$ cat src/rtl/hazard_ctrl.sv
// Pipeline hazard controller: drives PC, IF/ID, ID/EX and EX/MEM enable/clear strobes
// for load-use bubbles, taken-branch flushes and data-memory freezes.
module hazard_ctrl #(
    parameter int unsigned LOAD_STALL_CYCLES = 1,
    parameter int unsigned MEM_TIMEOUT       = 255
) (
    input  logic        reloj,
    input  logic        reset,
    input  logic [4:0]  rs_id,
    input  logic [4:0]  rt_id,
    input  logic        uses_rt_id,
    input  logic [4:0]  rt_exe,
    input  logic        mem_read_exe,
    input  logic        branch_taken,
    input  logic        mem_busy,
    output logic        enablePC,
    output logic        enableIF,
    output logic        resetIF,
    output logic        enableID,
    output logic        resetID,
    output logic        enableEX,
    output logic        mem_timeout,
    output logic [15:0] stall_count
);

    localparam int unsigned BUB_W = 4;
    localparam int unsigned CNT_W = 16;

    localparam logic [BUB_W-1:0] BUB_INIT   = BUB_W'(LOAD_STALL_CYCLES - 1);
    localparam logic [BUB_W-1:0] BUB_ONE    = BUB_W'(1);
    localparam logic [CNT_W-1:0] WAIT_LIMIT = CNT_W'(MEM_TIMEOUT);
    localparam logic [CNT_W-1:0] CNT_MAX    = '1;
    localparam logic [CNT_W-1:0] CNT_ONE    = CNT_W'(1);

    typedef enum logic [1:0] {
        RUN        = 2'd0,
        LOAD_STALL = 2'd1,
        MEM_WAIT   = 2'd2
    } state_t;

    state_t            state_q, state_d;
    logic [BUB_W-1:0]  bub_q, bub_d;
    logic [CNT_W-1:0]  wait_q, wait_d;
    logic              timeout_d;
    logic              load_use;

    // Load in EXE writes a register the ID instruction reads ($0 never hazards).
    assign load_use = mem_read_exe && (rt_exe != 5'd0) &&
                      ((rt_exe == rs_id) || (uses_rt_id && (rt_exe == rt_id)));

    // Strobes and next state; priority reset > mem_busy > branch > load_use.
    always_comb begin
        enablePC  = 1'b1;
        enableIF  = 1'b1;
        resetIF   = 1'b0;
        enableID  = 1'b1;
        resetID   = 1'b0;
        enableEX  = 1'b1;
        state_d   = state_q;
        bub_d     = bub_q;
        wait_d    = wait_q;
        timeout_d = mem_timeout;

        if (reset) begin
            enablePC = 1'b0;
            enableIF = 1'b0;
            enableID = 1'b0;
            enableEX = 1'b0;
            resetIF  = 1'b1;
            resetID  = 1'b1;
        end else if (mem_busy) begin
            enablePC = 1'b0;
            enableIF = 1'b0;
            enableID = 1'b0;
            enableEX = 1'b0;
            state_d  = MEM_WAIT;
            if (wait_q != CNT_MAX) begin
                wait_d = wait_q + CNT_ONE;
            end
            if (wait_d >= WAIT_LIMIT) begin
                timeout_d = 1'b1;
            end
        end else begin
            wait_d = '0;
            if (branch_taken) begin
                resetIF = 1'b1;
                resetID = 1'b1;
                bub_d   = '0;
                state_d = RUN;
            end else if (state_q == LOAD_STALL) begin
                enablePC = 1'b0;
                enableIF = 1'b0;
                resetID  = 1'b1;
                bub_d    = bub_q - BUB_ONE;
                state_d  = (bub_q == BUB_ONE) ? RUN : LOAD_STALL;
            end else if ((state_q == MEM_WAIT) && (bub_q != '0)) begin
                // Release from a freeze that interrupted a stall: resume the stall next.
                state_d = LOAD_STALL;
                if (load_use) begin
                    enablePC = 1'b0;
                    enableIF = 1'b0;
                    resetID  = 1'b1;
                end
            end else if (load_use) begin
                enablePC = 1'b0;
                enableIF = 1'b0;
                resetID  = 1'b1;
                if (LOAD_STALL_CYCLES > 1) begin
                    bub_d   = BUB_INIT;
                    state_d = LOAD_STALL;
                end else begin
                    state_d = RUN;
                end
            end else begin
                state_d = RUN;
            end
        end
    end

    // State, counters and sticky timeout.
    always_ff @(posedge reloj) begin
        if (reset) begin
            state_q     <= RUN;
            bub_q       <= '0;
            wait_q      <= '0;
            mem_timeout <= 1'b0;
            stall_count <= '0;
        end else begin
            state_q     <= state_d;
            bub_q       <= bub_d;
            wait_q      <= wait_d;
            mem_timeout <= timeout_d;
            if (!enablePC && (stall_count != CNT_MAX)) begin
                stall_count <= stall_count + CNT_ONE;
            end
        end
    end

endmodule

$ cat config.mk
export PLATFORM = sky130hd
export DESIGN_NAME = hazard_ctrl
export DESIGN_NICKNAME = d
export VERILOG_FILES = /design/src/rtl/hazard_ctrl.sv
export SDC_FILE = /design/constraint.sdc
export NUM_CORES = 1
export LEC_CHECK = 0
export BUFFER_PORTS_ARGS = -buffer_cell sky130_fd_sc_hd__buf_4
export CAP_MARGIN = 20
export CORE_AREA = 10 10 72 74
export DETAILED_ROUTE_END_ITERATION = 8
export DIE_AREA = 0 0 82 84
export GPL_TIMING_DRIVEN = 0
export MAX_ROUTING_LAYER = met4
export PLACE_DENSITY = 0.83
export SYNTH_ARGS = -nofsm -noshare
export SYNTH_HDL_FRONTEND = slang
export SYNTH_SLANG_ARGS = --single-unit
$ cat constraint.sdc
create_clock -name reloj -period 3.6 [get_ports reloj]
set_input_delay 0.18 -clock reloj [delete_from_list [all_inputs] [get_ports reloj]]
set_output_delay 0.18 -clock reloj [all_outputs]
set_load 0.01 [all_outputs]
==> reports/results.tsv, run 1 <==
stage	metric	value	unit
placed_design	place.port_buffers	42	
sta	setup_ws	0.971	ns
clocking	clockBufferDepth	2	
grt	antenna_found_initial	0	
floorplanning	rows	23	
finish	layout_commonest_cell	buf_4	
finish	finalNetCount	342	
drt	drt-initial-drc-count	134	
sta	report.final.slew_viol_count	0	
worst_setup_path	r2r-end	mem_timeout	
worst_setup_path	critPathMaxStageDelay	0.46	ns
clocking	clock_sinks	39	
sta	rsz0062_at_grt	false	
drt	vias	2086	
power	total_leakage_power	1.01	nW
worst_setup_path	required	3.79	ns
synthesis	synth-seq-area-share	35.9	%
power	total_power	933	µW
grt	grt_pass1_vias	1984	
drt	routed_wl	5290	µm
finish	instances_no_fill	367	
drt	drtPass1Iterations	4	
synthesis	async_flop_share	0	%
worst_setup_path	cp-start-kind	flop	
synthesis	synth_ff_type	dfxtp_1	
floorplanning	core	0.00386	mm²
grt	use_met3	5.06	%
worst_setup_path	cp_slowest_cell	nor4_4	
sta	worstMarginPinSlew	0.638	ns
synthesis	synth_warnings	0	
floorplanning	start_util	56.3	%
clocking	clockRootBuffer	clkbuf_8	
floorplanning	die_w	82	µm
drt	routedWlPerCell	14.4	µm
sta	finalClockSkew	0.0110	ns
sta	hold_viol_final	0	
grt	grtUsageMet2	25.7	%
sta	fin_crit_sh	73.0	%
placed_design	placed_cells	359	
drt	viasPerCell	5.68	
synthesis	syn_inst	267	
floorplanning	die_y	84	µm
grt	top_usage_layer	met2	
worst_setup_path	critPathTopFamily	simple AND/OR/NAND/NOR gates	
synthesis	ys_types	44	
finish	n_antenna_cell	0	
power	irDropWorstVdd	0.000208	V
clocking	cts_max_level	2	
worst_setup_path	critical_path_class	reg2reg	
clocking	cts_buffers	5	
synthesis	synth_edf_count	0	
synthesis	netlist_area	0.00217	mm²
synthesis	syn_area_per_cell	8.14	µm²
finish	final_cell_mix	buf_4 (46), dfxtp_1 (39), nor2_1 (27)	
clocking	clk_pin_slew	0.07	ns
worst_setup_path	cp_num_buf_inv	1	
sta	relSlewSlack	57.0	%
sta	fin_crit	2.63	ns
synthesis	syn-num-nets	293	
grt	grt_pass1_wl	9120	µm
worst_setup_path	timing.rr.start	wait_q[0]	
finish	multi_input_area	0.00128	mm²
floorplanning	ioPinCount	44	
sta	finalSetupTns	0	ns
clocking	post_cts_resized	0	
clocking	clock_latency	0.29	ns
worst_setup_path	ff2ff_setup_slack	0.97	ns
finish	area_delta_synth_final	22.8	%
drt	drc	0	
clocking	post_cts_buffers	0	
worst_setup_path	critPathMostFrequentCell	nand3_1	
finish	drive_gt1_share	19.9	%
worst_hold_path	holdPathEnd	state_q[0]	
worst_setup_path	crit_path_cell_trace	ha_1 > nand3_1 > nor4_4 > nand2b_1 > buf_2 > nor3b_1 > xor2_1 > nand3_1 > a311oi_1	
drt	final_antenna_net_count	0	
worst_hold_path	min-delay-start	branch_taken	
worst_setup_path	critPathArrivalTime	2.82	ns
grt	grtUsageTotal	16.3	%
finish	n_fill_cell	338	
run	maxCapViolCount	0	
placed_design	place_hpwl	3880	µm
sta	fmax	380	MHz
grt	grt_max_degree	13	
placed_design	dp_slack	1.06	ns
placed_design	place_congestion	0.873	
run_status	status	finished, final reports clean	
sta	setup_viol	0	
worst_hold_path	hold_depth	2	
power	p_per_area	350	mW/mm²
worst_setup_path	end_kind	flop	
clocking	hold_buffers	0	
worst_hold_path	hold_path.class	in2reg	
grt	overflow	0	
grt	groute.layer.met1.usage	19.0	%
worst_setup_path	critical_path.max_fanout	8	
worst_setup_path	worstRegToRegCells	9	
floorplanning	die-area	0.00689	mm²
clocking	cts_tree	done	
synthesis	synth_seq_cells	39	
finish	seq_area	781	µm²
-- metrics by stage --
| step | utilization (%) | hold WS (ns) | area, µm² |
|---|---|---|---|
| detailed placement | 66.1 | 0.414 | 2550 |
| global route | 69.2 | 0.122 | 2670 |
| CTS | 69.2 | 0.117 | 2670 |
| floorplan | - | 0.256 | 2170 |
| global placement | 66.1 | 0.405 | 2550 |
| finish | 69.2 | 0.122 | 2670 |
-- flip-flops by register name, summed over array words and instances, names as in the netlist --
| signal | cells |
|---|---|
| bub_q | 4 |
| stall_count | 16 |
| state_q | 2 |
| mem_timeout | 1 |
| wait_q | 16 |
-- cells in the mapped netlist (3+ instances only) --
library cell	instances	area, µm²
dfxtp_1	39	781
a21oi_1	14	70.1
nand3_1	17	85.1
and3_1	6	37.5
or4_1	7	52.6
nand2_1	10	37.5
nor2_1	27	101
inv_1	11	41.3
xnor2_1	17	149
nand4_1	12	75.1
clkbuf_1	4	15.0
nor2b_1	5	31.3
ha_1	5	62.6
a31oi_1	3	18.8
nor3b_1	3	22.5
o31ai_1	4	30.0
buf_4	4	30.0
mux2i_1	3	30.0
o21ai_0	18	90.1
xor2_1	5	43.8
or3_1	9	56.3
nor3_1	13	65.1
-- power breakdown --
group / leakage, nW / switching (mW) / total [mW] / internal [mW]
clock network: 0.0612 / 0.157 / 0.382 / 0.224
registers: 0.316 / 0.0119 / 0.451 / 0.439
logic: 0.632 / 0.0488 / 0.100 / 0.0514
-- worst reg2reg max path, cell delays in order, from the launching register on --
cell and delay (ns):
dfxtp_1 0.45, ha_1 0.31, nand3_1 0.33, nor4_4 0.47
nand2b_1 0.09, buf_2 0.18, nor3b_1 0.16, xor2_1 0.18
nand3_1 0.11, a311oi_1 0.27
-- cell type report --
| class | instances | share of cell area, % |
|---|---|---|
| Clock buffer | 6 | 3.10 |
| Tap cell | 50 | 2.35 |
| Clock inverter | 2 | 1.31 |
| Inverter | 11 | 1.55 |
| Multi-Input combinational cell | 205 | 48.0 |
| Sequential cell | 39 | 29.3 |
| Timing Repair Buffer | 42 | 11.8 |
| Buffer | 12 | 2.63 |
-- how the worst max path moves through the flow --
stage                     cells after the start        endpoint      startpoint  slack (ns)
after floorplan                              10  stall_count[1]  stall_count[0]        1.38
after global placement                       10  stall_count[1]  stall_count[0]        1.07
after detailed placement                      9     mem_timeout       wait_q[0]        1.06
after CTS                                     9     mem_timeout       wait_q[0]        1.01
after global routing                          9     mem_timeout       wait_q[0]        0.75
final                                         9     mem_timeout       wait_q[0]        0.97
-- logic make-up after synthesis --
kind of cell | count (synthesis) | synth area share (%)
xor gates and xnor gates | 22 | 8.87
and+or+nand+nor | 125 | 32.0
adders and majority gates | 5 | 2.88
DFF | 39 | 35.9
AOI/OAI and AO/OA | 48 | 12.7
muxes | 5 | 2.42
buffers and inverters | 23 | 5.13
-- routing by layer --
layer,routed length [µm],part of all wire [%],vias up
li1,-,-,1060
met1,2290,43,937
met2,2420,46,81
met3,501,9.5,8
met4,78,1.5,0
met5,0,0,-
Power figures use the tool's default switching activity.
==> run 2: changes to the inputs <==
Settings changed: CORE_AREA 10 10 72 74 to 10 10 78 80, DIE_AREA 0 0 82 84 to 0 0 88 90, PLACE_DENSITY 0.83 to 0.74.
Clock period 3.6 ns to 2.3 ns, I/O delays scaled along.
==> run 2 against run 1 <==
Compared with the run above:
- first-iteration DRC count down 55%
- largest power group unchanged
- fmax up 19%
- final area up 1.9%
- clock power up 56%
- clock skew down 0.0023 ns
==> reports/results.tsv, run 2 (synthesis gave the netlist of run 1 again) <==
stage	metric	value	unit	change
run_status	status	finished, final reports clean		
sta	hold_slack	0.0440	ns	-0.0781 ns
placed_design	place_congestion	0.844		-3.3%
clocking	cts_max_level	2		unchanged
worst_setup_path	critical_path_class	reg2reg		
grt	overflow	0		unchanged
power	p_per_area	539	mW/mm²	+54%
clocking	clockBufferDepth	2		unchanged
run	maxCapViolCount	0		unchanged
floorplanning	die-area	0.00792	mm²	+15%
drt	viasPerCell	5.56		-2.2%
drt	drt-initial-drc-count	60		-55%
sta	fmax	453	MHz	+19%
finish	layout_commonest_cell	buf_4		
finish	area_delta_synth_final	25.1	%	
finish	finalNetCount	344		+0.58%
clocking	cts_buffers	5		unchanged
floorplanning	rows	25		+8.7%
finish	reg_top3	stall_count (16), wait_q (16), bub_q (4)		
floorplanning	die_w	88	µm	+7.3%
clocking	clock_sinks	39		unchanged
grt	grt_pass1_wl	8910	µm	-2.3%
placed_design	place_hpwl	4000	µm	+3.2%
finish	drive_gt1_share	21.9	%	+2.1 points
floorplanning	core	0.00460	mm²	+19%
grt	grtUsageTotal	13.9	%	-2.4 points
drt	vias	2074		-0.58%
sta	setup_ws	0.0925	ns	-0.879 ns
floorplanning	die_y	90	µm	+7.1%
sta	relSlewSlack	56.2	%	-0.81 points
worst_setup_path	required	2.53	ns	-1.26 ns
grt	grt_pass1_vias	1912		-3.6%
sta	finalClockSkew	0.00864	ns	-0.00233 ns
worst_hold_path	hold_path.class	in2reg		
sta	setup_viol	0		unchanged
clocking	clockRootBuffer	clkbuf_8		
floorplanning	ioPinCount	44		unchanged
drt	routedWlPerCell	14.2	µm	-1.2%
finish	final_area	0.00272	mm²	+1.9%
placed_design	placed_cell_area	0.00255	mm²	+0.20%
grt	antenna_found_initial	0		unchanged
worst_setup_path	critPathArrivalTime	2.44	ns	-0.38 ns
clocking	cts_tree	done		
placed_design	dp_slack	-0.247	ns	-1.30 ns
drt	drtPass1Iterations	5		+1
sta	rsz0062_at_grt	false		
worst_setup_path	critical_path.max_fanout	9		+1
sta	finalSetupTns	0	ns	unchanged
floorplanning	start_util	47.2	%	-9.1 points
clocking	clk_pin_slew	0.08	ns	about the same
sta	hold_viol_final	0		unchanged
power	total_power	1.46	mW	+57%
sta	worstMarginPinSlew	0.650	ns	+0.0121 ns
power	total_leakage_power	1.02	nW	+0.98%
grt	grt_max_degree	13		unchanged
placed_design	place.port_buffers	42		unchanged
finish	final_cell_mix	buf_4 (47), dfxtp_1 (36), nor2_1 (27)		
power	irDropWorstVdd	0.000321	V	+54%
drt	routed_wl	5310	µm	+0.38%
clocking	clock_latency	0.30	ns	about the same
drt	final_antenna_net_count	0		unchanged
worst_setup_path	cp-start-kind	flop		
sta	report.final.slew_viol_count	0		unchanged
worst_setup_path	end_kind	flop		
sta	fin_crit	2.21	ns	-0.421 ns
sta	fin_crit_sh	96.0	%	+23 points
finish	n_fill_cell	425		+26%
finish	n_antenna_cell	0		unchanged
drt	drc	0		unchanged
[run 2: power by group]
part	switching, mW	internal (mW)
Combinational	0.0776	0.0831
Sequential	0.0184	0.689
Clock	0.246	0.351
Total	0.342	1.12
[run 2: what timing repair did]
item / 4_1_cts / 5_1_grt
setup buffers: 2 / 0
hold buffers: 0 / 0
gates resized for setup: 2 / 8
endpoints found under the setup margin: 13 / 6
pin swaps: 1 / 0
[run 2: routing by layer]
metal	vias up	global-route usage (%)	wire [µm]	part of all wire (%)
li1	1070	-	-	-
met1	951	16.6	2400	45
met2	46	20.8	2480	47
met3	7	4.96	345	6.5
met4	0	4.92	90	1.7
met5	-	-	0	0
[run 2: final timing paths]
| kind | startpoint | to | slack [ns] | depth (start not counted) |
|---|---|---|---|---|
| setup / recovery | stall_count[0] | stall_count[13] | 0.09 | 9 |
| hold / removal | branch_taken | state_q[0] | 0.04 | 2 |
| setup reg to reg | stall_count[0] | stall_count[13] | 0.09 | 9 |
| hold reg to reg | stall_count[8] | stall_count[8] | 0.51 | 2 |
[run 2: final cells by class]
cell class                 instances  area [µm²]  share of cell area (%)
buffer                            12        76.3                    2.81
clock buffer                       6        82.6                    3.04
clock inverter                     2        35.0                    1.29
inverter                          11        41.3                    1.52
multi-input combinational        205        1290                    47.7
sequential                        39         790                    29.1
tap                               54        67.6                    2.49
timing repair buffer              44         330                    12.2
[run 2: metrics by stage]
stage	std cells	utilization, %
global route	373	59.1
CTS	373	58.5
global placement	363	55.6
floorplan	267	-
detailed placement	363	55.6
finish	373	59.1
[run 2: worst max-delay path, cell delays in order, from the launching register on]
cell and delay [ns]:
dfxtp_4 0.38, ha_1 0.19, clkbuf_4 0.17, nand4_1 0.09, or3_1 0.14, nor2_1 0.06, o31a_1 0.28, buf_4 0.18
or4_1 0.50, a21oi_1 0.14
==> run 3: changes to the inputs <==
Settings changed: CORE_AREA 10 10 78 80 to 10 10 77 79, CTS_BUF_LIST from default to sky130_fd_sc_hd__clkbuf_8, DIE_AREA 0 0 88 90 to 0 0 87 89, PLACE_DENSITY 0.74 to 0.75.
==> run 3 against run 2 <==
Compared with the run above:
- fmax barely moved
- first-iteration DRC count rose by 110%
- hold slack improved by 0.0033 ns
- final cell count did not move
- clock-buffer cell count fell by 1
- worst setup slack improved by 0.0015 ns
- non-clock buffer count did not move
- critical path type unchanged
- critical endpoint unchanged
- largest power group unchanged
==> reports/results.tsv, run 3 (synthesis gave the netlist of run 1 again) <==
stage	metric	value	unit	change
grt	grt_max_degree	13		unchanged
run_status	status	finished, final reports clean		
drt	vias	2127		+2.6%
floorplanning	die_y	89	µm	-1.1%
worst_setup_path	crit_path_cell_trace	ha_1 > clkbuf_4 > nand4_1 > or3_1 > nor2_1 > o31a_1 > buf_4 > or4_1 > a21oi_1		
finish	drive_gt1_share	22.3	%	+0.31 points
worst_setup_path	required	2.52	ns	about the same
finish	layout_commonest_cell	buf_4		
worst_setup_path	cp_num_buf_inv	2		unchanged
worst_hold_path	hold_depth	2		unchanged
drt	drc	0		unchanged
floorplanning	rows	25		unchanged
clocking	cts_tree	done		
floorplanning	die_w	87	µm	-1.1%
floorplanning	core	0.00454	mm²	-1.4%
finish	area_delta_synth_final	24.0	%	
clocking	cts_buffers	5		unchanged
drt	routedWlPerCell	14.3	µm	+0.47%
sta	relSlewSlack	57.3	%	+1.1 points
sta	worstMarginPinSlew	0.634	ns	-0.0164 ns
placed_design	place.port_buffers	42		unchanged
clocking	clock_latency	0.29	ns	about the same
placed_design	place_congestion	0.855		+1.3%
clocking	clockRootBuffer	clkbuf_8		
floorplanning	ioPinCount	44		unchanged
finish	final_area	0.00269	mm²	-0.92%
clocking	clk_pin_slew	0.08	ns	about the same
floorplanning	die-area	0.00774	mm²	-2.2%
run	maxCapViolCount	0		unchanged
worst_setup_path	critical_path_class	reg2reg		
worst_setup_path	ff2ff_setup_slack	0.09	ns	about the same
placed_design	placed_cell_area	0.00255	mm²	unchanged
grt	grt_pass1_wl	8690	µm	-2.5%
worst_setup_path	critical_path.max_fanout	9		unchanged
finish	n_antenna_cell	0		unchanged
finish	finalNetCount	344		unchanged
floorplanning	start_util	47.9	%	+0.65 points
worst_hold_path	min-delay-start	branch_taken		
sta	setup_viol	0		unchanged
grt	antenna_found_initial	0		unchanged
clocking	clock_sinks	39		unchanged
worst_setup_path	end_kind	flop		
sta	fmax	453	MHz	about the same
grt	grtUsageTotal	13.9	%	+0.082 points
drt	drt-initial-drc-count	123		+110%
sta	hold_slack	0.0473	ns	+0.00329 ns
sta	rsz0062_at_grt	false		
sta	report.final.slew_viol_count	0		unchanged
drt	drtPass1Iterations	4		-1
power	p_per_area	489	mW/mm²	-9.2%
worst_setup_path	r2r-end	stall_count[13]		
worst_setup_path	cp_slowest_cell	or4_1		
power	irDropWorstVdd	0.000372	V	+16%
worst_setup_path	critPathMaxStageDelay	0.49	ns	about the same
drt	final_antenna_net_count	0		unchanged
sta	finalClockSkew	0.0103	ns	+0.00164 ns
worst_setup_path	critPathTopFamily	simple AND/OR/NAND/NOR gates		
drt	routed_wl	5330	µm	+0.47%
finish	reg_top3	stall_count (16), wait_q (16), bub_q (4)		
sta	fin_crit	2.21	ns	-0.00146 ns
worst_setup_path	worstRegToRegCells	9		unchanged
worst_setup_path	critPathArrivalTime	2.43	ns	about the same
placed_design	place_hpwl	4010	µm	+0.26%
worst_setup_path	timing.rr.start	stall_count[0]		
worst_hold_path	holdPathEnd	state_q[0]		
grt	overflow	0		unchanged
worst_hold_path	hold_path.class	in2reg		
power	total_leakage_power	1.01	nW	-1.2%
clocking	clockBufferDepth	2		unchanged
sta	fin_crit_sh	95.9	%	about the same
finish	final_cell_mix	buf_4 (47), dfxtp_1 (36), nor2_1 (27)		
clocking	cts_max_level	2		unchanged
drt	viasPerCell	5.70		+2.6%
sta	hold_viol_final	0		unchanged
grt	grt_pass1_vias	1907		-0.26%
worst_setup_path	cp-start-kind	flop		
==> run 3: layout make-up <==
class	count	area, µm²
buffer	12	76.3
clock buffer	5	68.8
inverter	11	41.3
sequential	39	790
tap	54	67.6
clock inverter	3	15.0
fill	411	1840
multi-input combinational	205	1300
timing repair buffer	44	330
==> run 3: how the worst max path moves through the flow <==
stage                   start         endpoint  slack [ns]  depth (start not counted)
6_report       stall_count[0]  stall_count[13]        0.09                          9
5_1_grt        stall_count[0]  stall_count[13]       0.007                          9
4_1_cts             wait_q[0]      mem_timeout        0.02                          9
3_5_place_dp   stall_count[0]   stall_count[1]       -0.25                         10
3_3_place_gp   stall_count[0]   stall_count[1]       -0.22                         10
2_1_floorplan  stall_count[0]   stall_count[1]        0.08                         10
==> run 3: timing repair <==
action	4_1_cts	5_1_grt
setup buffers	2	0
hold buffers	0	0
pin swaps	1	0
setup endpoints to repair	13	10
gates resized for setup	2	9
==> run 3: per-layer routing <==
layer	up-vias	track usage, %	share of wire (%)
met5	-	-	0
met4	0	4.71	1.2
met3	7	4.28	7.0
met2	69	23.1	48
met1	989	15.6	44
li1	1062	-	-
==> run 3: per-stage QoR <==
| step | setup slack, ns | power, mW | std cells | utilization [%] | setup TNS [ns] |
|---|---|---|---|---|---|
| 2_1_floorplan | 0.0807 | 0.805 | 267 | - | 0 |
| 3_3_place_gp | -0.224 | 0.877 | 363 | 56.3 | -1.46 |
| 3_5_place_dp | -0.247 | 0.880 | 363 | 56.3 | -1.80 |
| 4_1_cts | 0.0200 | 1.32 | 373 | 58.6 | 0 |
| 5_1_grt | 0.00699 | 1.37 | 373 | 59.4 | 0 |
| 6_report | 0.0939 | 1.32 | 373 | 59.4 | 0 |
==> run 3: report_power, final <==
part           internal (mW)  switching [mW]
clock network          0.208           0.239
registers              0.689          0.0191
logic                 0.0843          0.0792
total                  0.981           0.337
==> run 3: worst reg2reg max path, stage by stage, from the launching register on <==
cell and delay [ns]:
dfxtp_4 0.38, ha_1 0.19, clkbuf_4 0.17, nand4_1 0.09, or3_1 0.15, nor2_1 0.06, o31a_1 0.27, buf_4 0.18
or4_1 0.50, a21oi_1 0.15
